$ cat config.mk
export PLATFORM = sky130hd
export DESIGN_NAME = front_panel_ctrl_flat
export DESIGN_NICKNAME = d
export VERILOG_FILES = /design/src/rtl/front_panel_ctrl_pkg.sv /design/src/rtl/front_panel_ctrl_if.sv /design/src/rtl/panel_debounce.sv /design/src/rtl/front_panel_ctrl.sv /design/src/flat_wrapper.sv
export SDC_FILE = /design/constraint.sdc
export NUM_CORES = 1
export LEC_CHECK = 0
export ABC_AREA = 1
export CAP_MARGIN = 5
export CORE_MARGIN = 5
export CORE_UTILIZATION = 54
export DETAILED_ROUTE_END_ITERATION = 7
export DONT_BUFFER_PORTS = 1
export PLACE_DENSITY_LB_ADDON = 0.25
export SLEW_MARGIN = 20
export SYNTH_ARGS = -nofsm -noshare
export SYNTH_HDL_FRONTEND = slang
export SYNTH_SLANG_ARGS = --single-unit
export TNS_END_PERCENT = 20
$ cat constraint.sdc
create_clock -name clk -period 1.8 [get_ports clk]
set_input_delay 0.36 -clock clk [delete_from_list [all_inputs] [get_ports clk]]
set_output_delay 0.36 -clock clk [all_outputs]
set_load 0.02 [all_outputs]
$ cat src/rtl/front_panel_ctrl_pkg.sv
// Shared definitions for the front-panel controller: parameter defaults,
// FSM state encoding and the event priority order.
package front_panel_ctrl_pkg;

  localparam int DEBOUNCE_CYCLES_DEF = 16;
  localparam int AW_DEF              = 12;
  localparam int DW_DEF              = 12;

  // Event slots in priority order: the lowest index wins a same-cycle tie.
  localparam int EV_HALT   = 0;
  localparam int EV_RUN    = 1;
  localparam int EV_SST    = 2;
  localparam int EV_LDADDR = 3;
  localparam int EV_DEP    = 4;
  localparam int EV_EXAM   = 5;
  localparam int NUM_EV    = 6;

  typedef enum logic [2:0] {
    ST_IDLE,
    ST_EX_SETUP,
    ST_EX_READ,
    ST_DP_SETUP,
    ST_DP_WRITE,
    ST_DP_HOLD
  } state_t;

  function automatic logic is_examine(state_t s);
    return (s == ST_EX_SETUP) || (s == ST_EX_READ);
  endfunction

  function automatic logic is_deposit(state_t s);
    return (s == ST_DP_SETUP) || (s == ST_DP_WRITE) || (s == ST_DP_HOLD);
  endfunction

endpackage

$ cat src/rtl/front_panel_ctrl_if.sv
// Shared RAM bus as seen by the panel: the panel is the master while it owns
// the bus, the RAM side is the slave.
interface front_panel_ctrl_if #(
  parameter int AW = 12,
  parameter int DW = 12
);
  logic          busEn;
  logic [AW-1:0] busAddr;
  logic [DW-1:0] busDout;
  logic          busOe;
  logic          busWe;
  logic [DW-1:0] busDin;

  modport master (output busEn, busAddr, busDout, busOe, busWe, input busDin);
  modport slave  (input busEn, busAddr, busDout, busOe, busWe, output busDin);
endinterface

$ cat src/rtl/panel_debounce.sv
// One panel button: two-flop synchronizer, stability counter, arm flag and a
// single-cycle event on each armed rising edge of the debounced level.
module panel_debounce #(
  parameter int DEBOUNCE_CYCLES = 16
) (
  input  logic clk,
  input  logic reset,
  input  logic btn_raw,
  output logic event_pulse
);

  localparam int CW = (DEBOUNCE_CYCLES > 1) ? $clog2(DEBOUNCE_CYCLES) : 1;
  localparam logic [CW-1:0] CNT_MAX = CW'(DEBOUNCE_CYCLES - 1);

  logic          sync1_q, sync2_q;
  logic [1:0]    fill_q, fill_d;
  logic          level_q, level_d;
  logic [CW-1:0] cnt_q, cnt_d;
  logic          armed_q, armed_d;
  logic          event_q, event_d;

  // fill_q marks when sync2_q holds a real sample, so a button held through
  // reset is never mistaken for a released one and never gets armed.
  always_comb begin
    fill_d  = {fill_q[0], 1'b1};
    level_d = level_q;
    cnt_d   = '0;
    if (sync2_q != level_q) begin
      if (cnt_q == CNT_MAX) begin
        level_d = sync2_q;
      end else begin
        cnt_d = cnt_q + 1'b1;
      end
    end
    armed_d = armed_q | (fill_q[1] & ~sync2_q & ~level_q);
    event_d = level_d & ~level_q & armed_q;
  end

  always_ff @(posedge clk) begin
    if (reset) begin
      sync1_q <= 1'b0;
      sync2_q <= 1'b0;
      fill_q  <= '0;
      level_q <= 1'b0;
      cnt_q   <= '0;
      armed_q <= 1'b0;
      event_q <= 1'b0;
    end else begin
      sync1_q <= btn_raw;
      sync2_q <= sync1_q;
      fill_q  <= fill_d;
      level_q <= level_d;
      cnt_q   <= cnt_d;
      armed_q <= armed_d;
      event_q <= event_d;
    end
  end

  assign event_pulse = event_q;

endmodule

$ cat src/rtl/front_panel_ctrl.sv
// PDP-8 front panel: debounced buttons become run-control strobes, and the
// Load-Address / Examine / Deposit cycles borrow the RAM bus while halted.
module front_panel_ctrl
  import front_panel_ctrl_pkg::*;
#(
  parameter int DEBOUNCE_CYCLES = DEBOUNCE_CYCLES_DEF,
  parameter int AW              = AW_DEF,
  parameter int DW              = DW_DEF
) (
  input  logic               clk,
  input  logic               reset,
  input  logic               running,
  input  logic               btnRun,
  input  logic               btnSst,
  input  logic               btnHalt,
  input  logic               btnLdAddr,
  input  logic               btnDep,
  input  logic               btnExam,
  input  logic [DW-1:0]      swSR,
  output logic               startstop,
  output logic               sst,
  output logic               halt,
  output logic               ldPc,
  output logic [AW-1:0]      pcValue,
  front_panel_ctrl_if.master bus,
  output logic [AW-1:0]      cpma,
  output logic [DW-1:0]      dispData,
  output logic               busy,
  output logic               rejected
);

  logic [NUM_EV-1:0] btn_raw;
  logic [NUM_EV-1:0] ev;

  assign btn_raw[EV_HALT]   = btnHalt;
  assign btn_raw[EV_RUN]    = btnRun;
  assign btn_raw[EV_SST]    = btnSst;
  assign btn_raw[EV_LDADDR] = btnLdAddr;
  assign btn_raw[EV_DEP]    = btnDep;
  assign btn_raw[EV_EXAM]   = btnExam;

  for (genvar i = 0; i < NUM_EV; i++) begin : g_deb
    panel_debounce #(
      .DEBOUNCE_CYCLES(DEBOUNCE_CYCLES)
    ) u_deb (
      .clk        (clk),
      .reset      (reset),
      .btn_raw    (btn_raw[i]),
      .event_pulse(ev[i])
    );
  end

  state_t            state_q, state_d;
  logic [AW-1:0]     cpma_q, cpma_d;
  logic [AW-1:0]     pc_q, pc_d;
  logic [DW-1:0]     disp_q, disp_d;
  logic [DW-1:0]     data_q, data_d;
  logic              startstop_q, startstop_d;
  logic              sst_q, sst_d;
  logic              halt_q, halt_d;
  logic              ldpc_q, ldpc_d;
  logic              rejected_q, rejected_d;

  logic              win_found;
  int                win_idx;
  logic [NUM_EV-1:0] dropped;
  logic              idle;
  logic              mem_ok;

  // Priority pick among same-cycle events, acceptance rules, then the memory
  // cycle sequencing; a rise of running aborts any panel cycle in flight.
  always_comb begin
    state_d     = state_q;
    cpma_d      = cpma_q;
    pc_d        = pc_q;
    disp_d      = disp_q;
    data_d      = data_q;
    startstop_d = 1'b0;
    sst_d       = 1'b0;
    halt_d      = 1'b0;
    ldpc_d      = 1'b0;
    rejected_d  = 1'b0;
    win_found   = 1'b0;
    win_idx     = 0;
    dropped     = ev;
    idle        = (state_q == ST_IDLE);
    mem_ok      = idle && !running;

    for (int i = 0; i < NUM_EV; i++) begin
      if (ev[i] && !win_found) begin
        win_found  = 1'b1;
        win_idx    = i;
        dropped[i] = 1'b0;
      end
    end
    if (|dropped) rejected_d = 1'b1;

    if (win_found) begin
      case (win_idx)
        EV_HALT: halt_d = 1'b1;
        EV_RUN: begin
          if (idle) startstop_d = 1'b1;
          else      rejected_d  = 1'b1;
        end
        EV_SST: begin
          if (idle) sst_d      = 1'b1;
          else      rejected_d = 1'b1;
        end
        EV_LDADDR: begin
          if (mem_ok) begin
            cpma_d = AW'(swSR);
            pc_d   = AW'(swSR);
            ldpc_d = 1'b1;
          end else begin
            rejected_d = 1'b1;
          end
        end
        EV_DEP: begin
          if (mem_ok) begin
            data_d  = swSR;
            state_d = ST_DP_SETUP;
          end else begin
            rejected_d = 1'b1;
          end
        end
        EV_EXAM: begin
          if (mem_ok) state_d    = ST_EX_SETUP;
          else        rejected_d = 1'b1;
        end
        default: ;
      endcase
    end

    if (!idle && running) begin
      state_d    = ST_IDLE;
      rejected_d = 1'b1;
    end else begin
      case (state_q)
        ST_EX_SETUP: state_d = ST_EX_READ;
        ST_EX_READ: begin
          disp_d  = bus.busDin;
          cpma_d  = cpma_q + 1'b1;
          state_d = ST_IDLE;
        end
        ST_DP_SETUP: state_d = ST_DP_WRITE;
        ST_DP_WRITE: state_d = ST_DP_HOLD;
        ST_DP_HOLD: begin
          disp_d  = data_q;
          cpma_d  = cpma_q + 1'b1;
          state_d = ST_IDLE;
        end
        default: ;
      endcase
    end
  end

  always_ff @(posedge clk) begin
    if (reset) begin
      state_q     <= ST_IDLE;
      cpma_q      <= '0;
      pc_q        <= '0;
      disp_q      <= '0;
      data_q      <= '0;
      startstop_q <= 1'b0;
      sst_q       <= 1'b0;
      halt_q      <= 1'b0;
      ldpc_q      <= 1'b0;
      rejected_q  <= 1'b0;
    end else begin
      state_q     <= state_d;
      cpma_q      <= cpma_d;
      pc_q        <= pc_d;
      disp_q      <= disp_d;
      data_q      <= data_d;
      startstop_q <= startstop_d;
      sst_q       <= sst_d;
      halt_q      <= halt_d;
      ldpc_q      <= ldpc_d;
      rejected_q  <= rejected_d;
    end
  end

  // Bus drive decodes straight from the state register; every non-IDLE state
  // is a memory state, so ownership is simply "not idle".
  logic bus_en;
  assign bus_en      = (state_q != ST_IDLE);
  assign bus.busEn   = bus_en;
  assign bus.busOe   = is_examine(state_q);
  assign bus.busWe   = (state_q == ST_DP_WRITE);
  assign bus.busAddr = bus_en ? cpma_q : '0;
  assign bus.busDout = is_deposit(state_q) ? data_q : '0;

  assign startstop = startstop_q;
  assign sst       = sst_q;
  assign halt      = halt_q;
  assign ldPc      = ldpc_q;
  assign pcValue   = pc_q;
  assign cpma      = cpma_q;
  assign dispData  = disp_q;
  assign busy      = bus_en;
  assign rejected  = rejected_q;

endmodule

$ cat src/flat_wrapper.sv
// flat-port wrapper written by rule: the top's interface ports become plain ports
module front_panel_ctrl_flat import front_panel_ctrl_pkg::*;
#(
  parameter int DEBOUNCE_CYCLES = DEBOUNCE_CYCLES_DEF,
  parameter int AW              = AW_DEF,
  parameter int DW              = DW_DEF
)
  (clk, reset, running, btnRun, btnSst, btnHalt, btnLdAddr, btnDep, btnExam, swSR, startstop, sst, halt, ldPc, pcValue, cpma, dispData, busy, rejected, bus_busEn, bus_busAddr, bus_busDout, bus_busOe, bus_busWe, bus_busDin);
  front_panel_ctrl_if #(.AW(AW), .DW(DW)) bus_i ();
  input  logic clk;
  input  logic reset;
  input  logic running;
  input  logic btnRun;
  input  logic btnSst;
  input  logic btnHalt;
  input  logic btnLdAddr;
  input  logic btnDep;
  input  logic btnExam;
  input  logic [DW-1:0] swSR;
  output logic startstop;
  output logic sst;
  output logic halt;
  output logic ldPc;
  output logic [AW-1:0] pcValue;
  output logic [AW-1:0] cpma;
  output logic [DW-1:0] dispData;
  output logic busy;
  output logic rejected;
  output wire logic [$bits(bus_i.busEn)-1:0] bus_busEn;
  output wire logic [$bits(bus_i.busAddr)-1:0] bus_busAddr;
  output wire logic [$bits(bus_i.busDout)-1:0] bus_busDout;
  output wire logic [$bits(bus_i.busOe)-1:0] bus_busOe;
  output wire logic [$bits(bus_i.busWe)-1:0] bus_busWe;
  input wire logic [$bits(bus_i.busDin)-1:0] bus_busDin;
  assign bus_busEn = bus_i.busEn;
  assign bus_busAddr = bus_i.busAddr;
  assign bus_busDout = bus_i.busDout;
  assign bus_busOe = bus_i.busOe;
  assign bus_busWe = bus_i.busWe;
  assign bus_i.busDin = bus_busDin;
  front_panel_ctrl #(.DEBOUNCE_CYCLES(DEBOUNCE_CYCLES), .AW(AW), .DW(DW)) u_core (.clk(clk), .reset(reset), .running(running), .btnRun(btnRun), .btnSst(btnSst), .btnHalt(btnHalt), .btnLdAddr(btnLdAddr), .btnDep(btnDep), .btnExam(btnExam), .swSR(swSR), .startstop(startstop), .sst(sst), .halt(halt), .ldPc(ldPc), .pcValue(pcValue), .bus(bus_i), .cpma(cpma), .dispData(dispData), .busy(busy), .rejected(rejected));
endmodule
==> flow_summary.json <==
{
  "clk_pin_slew_worst_paths_ns": 0.11,
  "seq_power_share_pct": 45.6,
  "met3_usage_pct": 5.15,
  "route.antenna.remaining_nets": 0,
  "cp_data_arrival_time_ns": 1.41,
  "busiest_metal_layer_after_global_routing": "met2",
  "gr-usage-met2_pct": 31.0,
  "maxCapViolations": 0,
  "synth_enable_flop_cells": 0,
  "worstPathBufferInverterCount": 1,
  "path_depth": 5,
  "place_inst": 760,
  "via_count": 4006,
  "cp_top_family": "flip-flops",
  "synthTopCellsByArea": "sky130_fd_sc_hd__dfxtp_1, sky130_fd_sc_hd__nor2_1, sky130_fd_sc_hd__nand2_1, sky130_fd_sc_hd__inv_1, sky130_fd_sc_hd__a21oi_1",
  "boundaryPins": 102,
  "power.switching_fraction_pct": 38.0,
  "post-route-drc-count": 0,
  "power.internal_w": 0.00420,
  "total_switching_power_w": 0.00258,
  "clk-insertion-delay-late_ns": 0.37,
  "post-dp-hpwl_mm": 7.94,
  "syn-instance-count": 652,
  "hold_slack_ns": 0.0563,
  "final_cell_count_no_fill": 780,
  "floorplan.die.width_um": 104,
  "synth.avg_cell_area_um2": 7.33,
  "post-synth-top-count-cell": "sky130_fd_sc_hd__nor2_1",
  "power.share.combinational_pct": 29.8,
  "clock_power_share_pct": 24.6,
  "synth.yosys.warnings": 0,
  "syn_nets": 692,
  "crit_start": "u_core.state_q[0]$_SDFFE_PP0P_",
  "cellLeakagePower_nw": 2.34,
  "synth.yosys.seq_area_share_pct": 46.9,
  "layout_min_cycle_time_ns": 1.77,
  "grt_pass1_vias": 3724,
  "cts_hold_buffers_added": 0,
  "cts_max_path_buffers": 2,
  "worstPathCellList": "nor2_4, o21ai_4, nand2_4, nand2_4, inv_4",
  "reg2reg_to": "u_core.cpma[7]$_SDFF_PP0_",
  "die_height_um": 104,
  "netlist.top_cell.by_area": "sky130_fd_sc_hd__dfxtp_1",
  "worst-slew-pin-transition_ns": 0.437,
  "grt_setup_unrepaired": "true",
  "hold_removal_path_class": "input pin to flip-flop",
  "netlist_top_cells_count": "sky130_fd_sc_hd__nor2_1, sky130_fd_sc_hd__nand2_1, sky130_fd_sc_hd__dfxtp_1",
  "dr.pass1.iters": 4,
  "nNetsFinal": 707,
  "floorplan.die_area_um2": 10800,
  "cp_slowest_cell": "sky130_fd_sc_hd__dfxtp_4",
  "r2r_cell_count": 8,
  "placement.io_buffers": 0,
  "gp_congestion": 0.877,
  "synthArstFlopShare_pct": 0,
  "crit_path_end": "bus_busDout[1]",
  "cts_made_buffers": 9,
  "netlist.area_leader.share_pct": 46.9,
  "timing.reg2reg.setup_slack_ns": 0.11,
  "final_hold_viol_count": 0,
  "post_drt_wl_per_cell_um": 13.8,
  "cts_root_buffer": "sky130_fd_sc_hd__clkbuf_8",
  "worst-path-max-fanout": 6,
  "timing.clock.skew_ns": 0.0134,
  "antenna_found_initial": 0,
  "grt_pass1_wl_mm": 17.7,
  "globalRouteTotalUtil_pct": 19.6,
  "layout-drive-gt1-share_pct": 12.5,
  "timing.critical_path.to_type": "primary output",
  "critical_path_class": "flip-flop to primary output",
  "grt_start_max_net_pins": 50,
  "starting_density_of_the_core_pct": 55.0,
  "grt_util_met1_pct": 26.1,
  "ys_seq_elements": 112,
  "pwr_density_cell_nw_per_um2": 1280,
  "cts_tree": "done",
  "run_status": "complete, no violations",
  "detailed_place.area_um2": 4930,
  "cts_h_tree_lvls": 3,
  "post_route_core_utilization_pct": 61.0,
  "vias_per_cell": 5.14,
  "synthesis.area_um2": 4780,
  "grt_remaining_overflow": 0,
  "postLayoutCellArea_um2": 5290,
  "cp_slowest_stage_delay_ns": 0.39,
  "routed_wl_mm": 10.8,
  "synthToLayoutAreaGrowth_pct": 10.8,
  "ys_types": 34,
  "cpMostUsedCell": "sky130_fd_sc_hd__nand2_4",
  "design.core.area_um2": 8680,
  "timing.final.setup_violations": 0,
  "crit_required_ns": 1.44,
  "antenna-diode-count": 0,
  "max_freq_mhz": 565,
  "final-max-slew-violation-count": 0,
  "timing.final.crit_share_pct": 98.3,
  "worst_slew_margin_rel_pct": 70.6,
  "synth_ff_type": "sky130_fd_sc_hd__dfxtp_1",
  "clock-sinks": 112,
  "initialDrtViolationCount": 193,
  "std_cell_rows": 34,
  "timing.rr.start": "u_core.state_q[0]$_SDFFE_PP0P_",
  "worst_setup_start_kind": "flip-flop",
  "ir_drop_uv": 467
}
how the worst min path moves through the flow:
stage                                             start                                    endpoint  slack, ns  cells after the start
2_1_floorplan   u_core.g_deb[5].u_deb.fill_q[0]$_DFF_P_  u_core.g_deb[0].u_deb.fill_q[1]$_SDFF_PP0_       0.39                      2
3_3_place_gp   u_core.g_deb[0].u_deb.sync1_q$_SDFF_PP0_    u_core.g_deb[0].u_deb.sync2_q$_SDFF_PP0_       0.39                      2
3_5_place_dp   u_core.g_deb[0].u_deb.sync1_q$_SDFF_PP0_    u_core.g_deb[0].u_deb.sync2_q$_SDFF_PP0_       0.39                      2
4_1_cts                                           reset    u_core.g_deb[0].u_deb.sync2_q$_SDFF_PP0_       0.03                      1
5_1_grt                                           reset    u_core.g_deb[3].u_deb.sync1_q$_SDFF_PP0_       0.01                      1
6_report                                          reset    u_core.g_deb[0].u_deb.armed_q$_SDFF_PP0_       0.06                      1
state kept, by name (all words and copies together) (netlist names), 2 cells and up:
name                            count
u_core.g_deb.u_deb.fill_q           2
u_core.state_q                      3
u_core.data_q                      12
u_core.g_deb.u_deb.level_q          6
u_core.cpma                        12
u_core.g_deb.u_deb.event_pulse      6
u_core.dispData                    12
u_core.g_deb.u_deb.sync2_q          6
u_core.pcValue                     12
u_core.g_deb.u_deb.sync1_q          6
u_core.g_deb.u_deb.cnt_q           24
u_core.g_deb.u_deb.armed_q          6
power groups by stage:
stage | sequential [W] | clock [W] | combinational, W
finish | 0.00309 | 0.00166 | 0.00202
detailed placement | 0.00312 | 0 | 0.00180
CTS | 0.00308 | 0.00170 | 0.00192
global placement | 0.00311 | 0 | 0.00175
floorplan | 0.00311 | 0 | 0.00146
global route | 0.00312 | 0.00183 | 0.00223
metal layers:
metal  vias up  wire (µm)  share of wire [%]
li1       2078          -                  -
met1      1817       4830                 45
met2        96       5060                 47
met3        15        737                6.8
met4         0        137                1.3
met5         -          0                  0
timing repair:
action / CTS / global route
resized for setup: 17 / 29
setup buffers: 1 / 2
cloned: 1 / 0
endpoints found under the setup margin: 24 / 30
pin swaps: 2 / 6
area by class of cell:
class / count / area (µm²)
clock inverter: 7 / 101
timing repair buffer: 27 / 203
clock buffer: 9 / 124
sequential: 112 / 2250
inverter: 91 / 373
tap: 108 / 135
multi-input combinational: 426 / 2100
fill: 819 / 3390
cells in the final DEF (no fill, tap or decap), drive strengths merged:
cell type	n
nand4	2
o22ai	1
buf	27
nand2	124
o21ai	55
xor2	9
nor4	2
nand3b	7
nor2	128
clkinv	2
nand3	25
bufinv	2
o21a	1
clkinvlp	2
nor3	8
a31oi	1
a21oi	48
a21boi	1
ha	7
and3	2
dfxtp	112
o211ai	5
clkbuf	9
inv	92
worst reg2reg max path, cell delays in order, from the launching register on:
cell and delay [ns]:
sky130_fd_sc_hd__dfxtp_4 0.38, sky130_fd_sc_hd__nor2_4 0.19, sky130_fd_sc_hd__buf_4 0.16, sky130_fd_sc_hd__nand3_4 0.09
sky130_fd_sc_hd__nor2_8 0.31, sky130_fd_sc_hd__buf_4 0.23, sky130_fd_sc_hd__o21ai_0 0.09, sky130_fd_sc_hd__nor2_1 0.09
sky130_fd_sc_hd__nor2_1 0.05
stage by stage:
| stage | power, W | setup slack [ns] | TNS (ns) |
|---|---|---|---|
| after floorplan | 0.00457 | 0.210 | 0 |
| after global placement | 0.00486 | 0.0943 | 0 |
| after detailed placement | 0.00493 | -0.0733 | -0.443 |
| after CTS | 0.00671 | -0.0121 | -0.0367 |
| after global routing | 0.00718 | -0.0398 | -0.352 |
| final | 0.00677 | 0.0303 | 0 |
cell families after synthesis:
group | synth area share, %
AOI/OAI and AO/OA | 12.4
xor gates and xnor gates | 1.65
adders and majority gates | 1.83
buffers and inverters | 10.6
DFF | 46.9
and+or+nand+nor | 26.6
No activity file was read; power rests on OpenSTA's default activity.
==> patch (config.mk and constraints unchanged) <==
Re-encode `state_t` (6 states) as one-hot, 6 bits wide.
--- a/src/rtl/front_panel_ctrl_pkg.sv
+++ b/src/rtl/front_panel_ctrl_pkg.sv
@@ -15,13 +15,13 @@
   localparam int EV_EXAM   = 5;
   localparam int NUM_EV    = 6;
 
-  typedef enum logic [2:0] {
-    ST_IDLE,
-    ST_EX_SETUP,
-    ST_EX_READ,
-    ST_DP_SETUP,
-    ST_DP_WRITE,
-    ST_DP_HOLD
+  typedef enum logic [5:0] {
+    ST_IDLE     = 6'b000001,
+    ST_EX_SETUP = 6'b000010,
+    ST_EX_READ  = 6'b000100,
+    ST_DP_SETUP = 6'b001000,
+    ST_DP_WRITE = 6'b010000,
+    ST_DP_HOLD  = 6'b100000
   } state_t;
 
   function automatic logic is_examine(state_t s);
Check against the original RTL: same outputs for any inputs over 10 cycles, from zero or initial values and one cycle with reset high; not proved beyond that.
==> patch against the original RTL <==
The flow now finishes with violations (setup timing); synthesized cell count is 2.9% higher; utilization rose by 8.9 points; setup slack worse by 0.26 ns; maximum frequency shrank 13%; sequential cell count is 3 higher; synthesized area up 2.1%; wire length rose by 9.3%; die area up 1.9%; design area is 16% higher; via count grew 8.9%; clock skew down 0.0069 ns; count of clock-buffer cells in the layout rose by 12; highest routed layer unchanged.
Power is not compared: it rests on default switching activity, and its combinational part moved more than twofold at a synthesized area within 25%.
==> patch: results (changes against the original RTL) <==
| Metric | Value |
|---|---|
| Status | finished, violations left |
| Failing checks | setup timing |
| Crit. Startpoint | u_core.state_q[5]$_SDFFE_PP0P_ |
| Worst hold slack | 0.02064 ns (-0.03566 ns) |
| WL per Instance | 14.09 um (+2.1%) |
| GR Util met2 | 35.52% (+4.5 points) |
| 1st-iter DRT viols | 276 (+43%) |
| CP delay by family, top | simple AND/OR/NAND/NOR gates |
| Wire length on met1 | 5.159 mm (+6.7%) |
| Hold-fix buffers at CTS | 20 (+20) |
| Syn Nets | 711 (+2.7%) |
| R2R Setup Slk | 0.13 ns (+0.02 ns) |
| Worst r2r path cells | 10 (+2) |
| HP Start | swSR[10] |
| CTS buffer count | 17 (+8) |
| Worst Slack Setup Final | -0.2251 ns (-0.2554 ns) |
| GR Util met1 | 26.85% (+0.74 points) |
| Worst Hold Depth | 2 (+1) |
| GR Layer Usage met3 | 6.535% (+1.4 points) |
| Number of global-route vias before repair | 4205 (+13%) |
| Post-DP HPWL | 7.887 mm (-0.62%) |
| Final setup violation count | 28 (+28) |
| Netlist cell types | 35 (+2.9%) |
| H-Tree Depth | 4 (+1) |
| Inst Count DP | 776 (+2.1%) |
| Synth cell count leaders | nand2_1 (148), dfxtp_1 (115), inv_1 (89) |
| Layout cells sized above 1 | 18.84% (+6.3 points) |
| Largest net degree at the start of global routing | 53 (+6.0%) |
| Latest clock arrival within the worst-skew pair | 0.51 ns (+0.14 ns) |
| Overall Global Routing Usage | 21.74% (+2.2 points) |
| Peak per-stage delay on the critical path | 0.36 ns (-0.03 ns) |
| Setup total negative slack | -4.616 ns (-4.616 ns) |
==> patch: where the power goes <==
| part | internal (mW) | switching (mW) |
|---|---|---|
| sequential | 2.57 | 0.0167 |
| clock | 2.51 | 1.18 |
| combinational | 0.0637 | 0.0717 |
==> patch: cell type report <==
| type | instances | area (um^2) | area share [%] |
|---|---|---|---|
| repair inverters | 1 | 7.507 | 0.1226 |
| clock buffers | 21 | 459.2 | 7.497 |
| clock inverters | 11 | 198.9 | 3.248 |
| well taps | 108 | 135.1 | 2.206 |
| multi-input cells | 436 | 2177 | 35.55 |
| flip-flops and latches | 115 | 2320 | 37.88 |
| inverters | 95 | 377.9 | 6.170 |
| repair buffers | 48 | 449.2 | 7.334 |
==> patch: cell families after synthesis <==
family	Yosys count	synth area share [%]
xor gates and xnor gates	9	1.616
AOI/OAI and AO/OA	93	10.05
DFF	115	47.19
adders and majority gates	7	1.795
buffers and inverters	120	10.18
and+or+nand+nor	327	29.16
